`src/rtl/dma_io_pkg.sv`:
```
// Shared types and constants for the DMA I/O transmit path.
package dma_io_pkg;

    localparam int          WORD_W          = 32;
    localparam logic [31:0] ADDR_STRIDE_DEF = 32'd4;

    typedef enum logic [1:0] {
        IDLE    = 2'd0,
        REQ     = 2'd1,
        XFER    = 2'd2,
        RELEASE = 2'd3
    } state_e;

endpackage

```
`src/rtl/dma_tx_fifo.sv`:
```
// Synchronous word FIFO buffering device output ahead of the DMA bus writes.
module dma_tx_fifo
    import dma_io_pkg::*;
#(
    parameter int DEPTH = 8
) (
    input  logic              clk,
    input  logic              rst,
    input  logic              push_i,
    input  logic              pop_i,
    input  logic [WORD_W-1:0] data_i,
    output logic [WORD_W-1:0] data_o,
    output logic              full_o,
    output logic              empty_o
);

    localparam int PW = $clog2(DEPTH);

    logic [WORD_W-1:0] mem_q [DEPTH];
    logic [PW-1:0]     wr_ptr_q;
    logic [PW-1:0]     rd_ptr_q;
    logic [PW:0]       count_q;
    logic              wr_en_s;
    logic              rd_en_s;

    assign full_o  = (count_q == (PW+1)'(DEPTH));
    assign empty_o = (count_q == '0);
    assign wr_en_s = push_i && !full_o;
    assign rd_en_s = pop_i && !empty_o;
    assign data_o  = mem_q[rd_ptr_q];

    // Storage array; contents are don't-care until written.
    always_ff @(posedge clk) begin
        if (wr_en_s) begin
            mem_q[wr_ptr_q] <= data_i;
        end
    end

    // Pointers wrap naturally because DEPTH is a power of two.
    always_ff @(posedge clk or posedge rst) begin
        if (rst) begin
            wr_ptr_q <= '0;
            rd_ptr_q <= '0;
            count_q  <= '0;
        end else begin
            if (wr_en_s) wr_ptr_q <= wr_ptr_q + PW'(1);
            if (rd_en_s) rd_ptr_q <= rd_ptr_q + PW'(1);
            case ({wr_en_s, rd_en_s})
                2'b10:   count_q <= count_q + (PW+1)'(1);
                2'b01:   count_q <= count_q - (PW+1)'(1);
                default: count_q <= count_q;
            endcase
        end
    end

endmodule

```
`src/rtl/dma_io_tx.sv`:
```
// Peripheral-side DMA transmitter: buffers device words, requests the bus and
// streams them as sequential memory writes, then hands the port back.
module dma_io_tx
    import dma_io_pkg::*;
#(
    parameter int          DEPTH       = 8,
    parameter int          BURST_MAX   = 8,
    parameter logic [31:0] ADDR_STRIDE = ADDR_STRIDE_DEF
) (
    input  logic        clk,
    input  logic        rst,
    input  logic        push,
    input  logic [31:0] push_data,
    output logic        full,
    input  logic        start,
    input  logic [31:0] base_addr,
    output logic        busy,
    output logic        done,
    output logic        Estado_out,
    input  logic        Check_dma,
    output logic        Check_ack,
    output logic [31:0] Datos_out,
    output logic [31:0] direccion_I_O,
    output logic        MEM_WR_I_O,
    output logic        MEM_RD_I_O
);

    localparam int BW = $clog2(BURST_MAX + 1);

    state_e         state_q, state_d;
    logic [31:0]    addr_q, addr_d;
    logic [BW-1:0]  beats_q, beats_d;
    logic           pop_s;
    logic           fifo_empty_s;
    logic [31:0]    fifo_head_s;
    logic           estado_d, ack_d, wr_d, busy_d, done_d;
    logic [31:0]    datos_d, dir_d;

    dma_tx_fifo #(.DEPTH(DEPTH)) u_fifo (
        .clk     (clk),
        .rst     (rst),
        .push_i  (push),
        .pop_i   (pop_s),
        .data_i  (push_data),
        .data_o  (fifo_head_s),
        .full_o  (full),
        .empty_o (fifo_empty_s)
    );

    assign MEM_RD_I_O = 1'b0;

    // Next-state, address/beat bookkeeping and pop decision.
    always_comb begin
        state_d = state_q;
        addr_d  = addr_q;
        beats_d = beats_q;
        pop_s   = 1'b0;
        case (state_q)
            IDLE: begin
                if (start && !fifo_empty_s) begin
                    addr_d  = base_addr;
                    state_d = REQ;
                end else begin
                    state_d = IDLE;
                end
            end
            REQ: begin
                if (Check_dma) begin
                    beats_d = '0;
                    state_d = XFER;
                end else begin
                    state_d = REQ;
                end
            end
            XFER: begin
                // Grant loss keeps addr/beats so the burst resumes without gaps.
                if (!Check_dma) begin
                    state_d = REQ;
                end else if (fifo_empty_s) begin
                    state_d = RELEASE;
                end else begin
                    pop_s   = 1'b1;
                    addr_d  = addr_q + ADDR_STRIDE;
                    beats_d = beats_q + BW'(1);
                    if (beats_q == BW'(BURST_MAX - 1)) begin
                        state_d = RELEASE;
                    end else begin
                        state_d = XFER;
                    end
                end
            end
            RELEASE: begin
                if (!Check_dma) begin
                    state_d = fifo_empty_s ? IDLE : REQ;
                end else begin
                    state_d = RELEASE;
                end
            end
            default: state_d = IDLE;
        endcase
    end

    // Output values for the coming cycle, derived from the next state.
    always_comb begin
        estado_d = (state_d == REQ) || (state_d == XFER);
        ack_d    = (state_d == RELEASE);
        busy_d   = (state_d != IDLE);
        done_d   = (state_q == RELEASE) && (state_d == IDLE);
        wr_d     = pop_s;
        datos_d  = pop_s ? fifo_head_s : Datos_out;
        dir_d    = pop_s ? addr_q : direccion_I_O;
    end

    // State, counters and registered bus-side outputs.
    always_ff @(posedge clk or posedge rst) begin
        if (rst) begin
            state_q       <= IDLE;
            addr_q        <= 32'd0;
            beats_q       <= '0;
            Estado_out    <= 1'b0;
            Check_ack     <= 1'b0;
            MEM_WR_I_O    <= 1'b0;
            busy          <= 1'b0;
            done          <= 1'b0;
            Datos_out     <= 32'd0;
            direccion_I_O <= 32'd0;
        end else begin
            state_q       <= state_d;
            addr_q        <= addr_d;
            beats_q       <= beats_d;
            Estado_out    <= estado_d;
            Check_ack     <= ack_d;
            MEM_WR_I_O    <= wr_d;
            busy          <= busy_d;
            done          <= done_d;
            Datos_out     <= datos_d;
            direccion_I_O <= dir_d;
        end
    end

endmodule

```
`config.mk`:
```
export PLATFORM = sky130hd
export DESIGN_NAME = dma_io_tx
export DESIGN_NICKNAME = d
export VERILOG_FILES = /design/src/rtl/dma_io_pkg.sv /design/src/rtl/dma_tx_fifo.sv /design/src/rtl/dma_io_tx.sv
export SDC_FILE = /design/constraint.sdc
export NUM_CORES = 1
export LEC_CHECK = 0
export BUFFER_PORTS_ARGS = -buffer_cell sky130_fd_sc_hd__buf_2
export CAP_MARGIN = 40
export CORE_UTILIZATION = 64
export CTS_BUF_LIST = sky130_fd_sc_hd__clkbuf_16
export DETAILED_ROUTE_END_ITERATION = 6
export PLACE_DENSITY = 0.85
export SETUP_SLACK_MARGIN = 0.2
export SLEW_MARGIN = 20
export SYNTH_ARGS = -nofsm -noshare
export SYNTH_HDL_FRONTEND = slang
export SYNTH_SLANG_ARGS = --single-unit
```
`constraint.sdc`:
```
create_clock -name clk -period 11.1 [get_ports clk]
set_input_delay 2.22 -clock clk [delete_from_list [all_inputs] [get_ports clk]]
set_output_delay 2.22 -clock clk [all_outputs]
set_load 0.01 [all_outputs]
```
==> flow_summary.json <==
{
  "status": "complete, no violations",
  "cap_violations": 0,
  "finalWirelength_mm": 35.4,
  "place.gp.congestion": 0.884,
  "ys_seq_elements": 373,
  "startpoint_type": "input pin",
  "grt_first_pass_wirelength_mm": 53.4,
  "finalCriticalPeriod_ps": 4460,
  "r2r.worst_path.cells": 13,
  "grt_setup_unrepaired": "false",
  "timing.final.hold_violations": 0,
  "drtAntennaViolNets": 0,
  "overflow": 0,
  "drive_gt1_share_pct": 27.1,
  "fmax_mhz": 224,
  "clk_latency_ps": 530,
  "synthArstFlopShare_pct": 31.4,
  "timing.final.setup_violations": 0,
  "hold_path_depth": 2,
  "half_perimeter_wire_length_of_the_detailed_placement_result_mm": 20.6,
  "critPathCaptureType": "flop",
  "finalSetupTns_ps": 0,
  "max-clock-path-buffers": 3,
  "netlist_area_um2": 15100,
  "cts-root-buf": "sky130_fd_sc_hd__clkbuf_16",
  "p_per_area_nw_per_um2": 270,
  "grt_start_max_net_pins": 64,
  "whs_ps": 471,
  "grt_antenna_before_repair": 7,
  "holdBufCountCts": 0,
  "slew_viol_final": 0,
  "portBuffers": 138,
  "cts.reportedPaths.clkPinSlew_ps": 70,
  "yosys_warnings": 0,
  "synth_area_per_cell_um2": 15.3,
  "hold_path.class": "flop to flop",
  "crit_arrival_ps": 4870,
  "vdd_ir_drop_max_mv": 0.171,
  "grt.total_usage_pct": 30.4,
  "die_width_um": 155,
  "tritoncts": "yes",
  "floorplan.initialDensity_pct": 65.9,
  "post_cts.resized_instances": 0,
  "synthesis.instances": 984,
  "num_io_pins": 140,
  "power.static_leakage_nw": 6.79,
  "number_of_global_route_vias_before_repair": 9367,
  "synth_edf_count": 256,
  "layout-area-overhead-vs-synth_pct": 17.6,
  "worst_ep_required_time_ps": 11520,
  "path_max_fanout": 63,
  "synthesis.nets": 1063,
  "num_rows": 55,
  "worst_pin_slew_ps": 734,
  "routed_via_density": 6.30,
  "clock_sinks": 373,
  "timing_worst_setup_path_type": "input pin to flop",
  "cts_buffers": 37,
  "core_area_um2": 22800,
  "floorplan.die_area_um2": 24100,
  "synth_ff_type": "sky130_fd_sc_hd__edfxtp_1",
  "drt_iter0_drc": 880,
  "total_via_count_in_the_routed_design": 9318,
  "finalWorstSetupSlack_ps": 6640,
  "post_route_clock_skew_ps": 14.0,
  "dpl_worst_slack_ps": 6140,
  "postCtsSetupRepairBufs": 0,
  "fin_crit_sh_pct": 40.1,
  "synth.distinct_cells": 61,
  "routed_wire_length_per_instance_um": 23.9,
  "seq_area_frac_synth_pct": 70.5,
  "max-slew-margin-rel_pct": 51.1,
  "layout_nets": 1209,
  "die_height_um": 155,
  "pre_repair_dr_iteration_count": 5,
  "ctsHtreeMaxLevel": 2,
  "drcViolationCount": 0
}
synthesized netlist by cell type, types with 15 or more instances:
cell	count	area, µm²
sky130_fd_sc_hd__a21oi_1	28	140
sky130_fd_sc_hd__nand3_1	22	110
sky130_fd_sc_hd__mux2i_1	38	380
sky130_fd_sc_hd__o21ai_0	57	285
sky130_fd_sc_hd__nor2_1	27	101
sky130_fd_sc_hd__nand2_1	172	646
sky130_fd_sc_hd__edfxtp_1	256	7690
sky130_fd_sc_hd__clkbuf_1	41	154
sky130_fd_sc_hd__mux4_2	64	1440
sky130_fd_sc_hd__dfrtp_1	117	2930
sky130_fd_sc_hd__inv_1	15	56.3
sequential cells by signal, summed over array words and instances (netlist names), 2 cells and up:
register,count
Datos_out,32
u_fifo.count_q,4
u_fifo.mem_q,256
state_q,2
u_fifo.wr_ptr_q,3
addr_q,32
beats_q,4
u_fifo.rd_ptr_q,3
direccion_I_O,32
worst paths after layout:
path                                endpoint  slack (ps)              start
setup / recovery           u_fifo.count_q[3]        6640          Check_dma
hold / removal             direccion_I_O[17]         470  direccion_I_O[17]
setup reg to reg           u_fifo.count_q[3]        7270         state_q[1]
hold reg to reg            direccion_I_O[17]         470  direccion_I_O[17]
max in group asynchronous  direccion_I_O[14]        8220                rst
min in group asynchronous         MEM_WR_I_O        1650                rst
metal layers:
metal | wire, µm | global-route usage [%]
met1 | 13200 | 38.6
met2 | 18200 | 51.8
met3 | 2680 | 5.32
met4 | 1220 | 13.6
met5 | 13 | 0
worst max-delay path, stage by stage:
cell and delay, ps:
sky130_fd_sc_hd__buf_2 180, sky130_fd_sc_hd__nand3_4 70, sky130_fd_sc_hd__buf_4 400, sky130_fd_sc_hd__buf_16 310
sky130_fd_sc_hd__clkinv_1 100, sky130_fd_sc_hd__buf_4 270, sky130_fd_sc_hd__ha_1 300, sky130_fd_sc_hd__ha_1 300
sky130_fd_sc_hd__a21o_1 180, sky130_fd_sc_hd__a21oi_1 170, sky130_fd_sc_hd__xnor2_1 130, sky130_fd_sc_hd__nor2_1 60
sky130_fd_sc_hd__xor2_1 140
placed cells by master, fill, tap and decap left out, types with 4 or more instances in the layout:
master and n:
sky130_fd_sc_hd__a21oi_1 28, sky130_fd_sc_hd__a2bb2oi_1 5, sky130_fd_sc_hd__a311oi_1 4, sky130_fd_sc_hd__a31oi_1 6
sky130_fd_sc_hd__and2_1 5, sky130_fd_sc_hd__and3_1 8, sky130_fd_sc_hd__buf_16 12, sky130_fd_sc_hd__buf_2 138
sky130_fd_sc_hd__buf_4 11, sky130_fd_sc_hd__bufinv_16 4, sky130_fd_sc_hd__clkbuf_16 39, sky130_fd_sc_hd__clkinv_1 7
sky130_fd_sc_hd__clkinv_2 8, sky130_fd_sc_hd__clkinvlp_4 5, sky130_fd_sc_hd__dfrtp_1 114, sky130_fd_sc_hd__diode_2 6
sky130_fd_sc_hd__edfxtp_1 256, sky130_fd_sc_hd__ha_1 9, sky130_fd_sc_hd__inv_1 17, sky130_fd_sc_hd__mux2_2 4
sky130_fd_sc_hd__mux2i_1 38, sky130_fd_sc_hd__mux4_2 64, sky130_fd_sc_hd__nand2_1 172, sky130_fd_sc_hd__nand3_1 21
sky130_fd_sc_hd__nand4_1 8, sky130_fd_sc_hd__nor2_1 21, sky130_fd_sc_hd__nor2_4 6, sky130_fd_sc_hd__nor3_1 8
sky130_fd_sc_hd__nor4_1 6, sky130_fd_sc_hd__o21ai_0 57, sky130_fd_sc_hd__o22a_1 6, sky130_fd_sc_hd__o22ai_1 5
sky130_fd_sc_hd__or3_1 6, sky130_fd_sc_hd__xnor2_1 5
metrics by stage:
step / power, mW / cell area (µm²) / utilization [%] / cells
after floorplan: 2.96 / 15100 / - / 984
after global placement: 3.33 / 16100 / 70.3 / 1389
after detailed placement: 3.47 / 16400 / 71.9 / 1404
after CTS: 4.79 / 17700 / 77.4 / 1472
after global routing: 4.99 / 17700 / 77.4 / 1477
final: 4.78 / 17700 / 77.5 / 1478
power by group:
part / switching, mW / total (mW) / internal (mW) / leakage (nW)
Combinational: 0.786 / 1.41 / 0.624 / 2.42
Clock: 0.544 / 1.28 / 0.739 / 0.615
Sequential: 0.247 / 2.08 / 1.84 / 3.75
Total: 1.58 / 4.78 / 3.20 / 6.79
cells by family (layout without fill, tap and decap cells):
kind of cell / after synthesis / in the layout / synth area share [%]
buffers and inverters: 74 / 249 / 2.00
other: 1 / 7 / 0.0249
flip-flops: 373 / 373 / 70.5
multiplexers: 106 / 106 / 12.4
AND/OR/NAND/NOR: 282 / 282 / 8.51
adder cells (fa/ha/maj): 10 / 10 / 0.881
AO/OA/AOI/OAI: 131 / 131 / 5.24
XOR/XNOR: 7 / 7 / 0.407
area by class of cell:
cell class / instances / area, µm²
sequential: 373 / 10600
fill: 1239 / 5150
multi-input combinational: 537 / 4210
timing repair buffer: 164 / 1140
clock buffer: 39 / 976
tap: 313 / 392
clock inverter: 29 / 277
inverter: 17 / 66.3
antenna: 6 / 15.0
(Power assumes the default switching activity.)
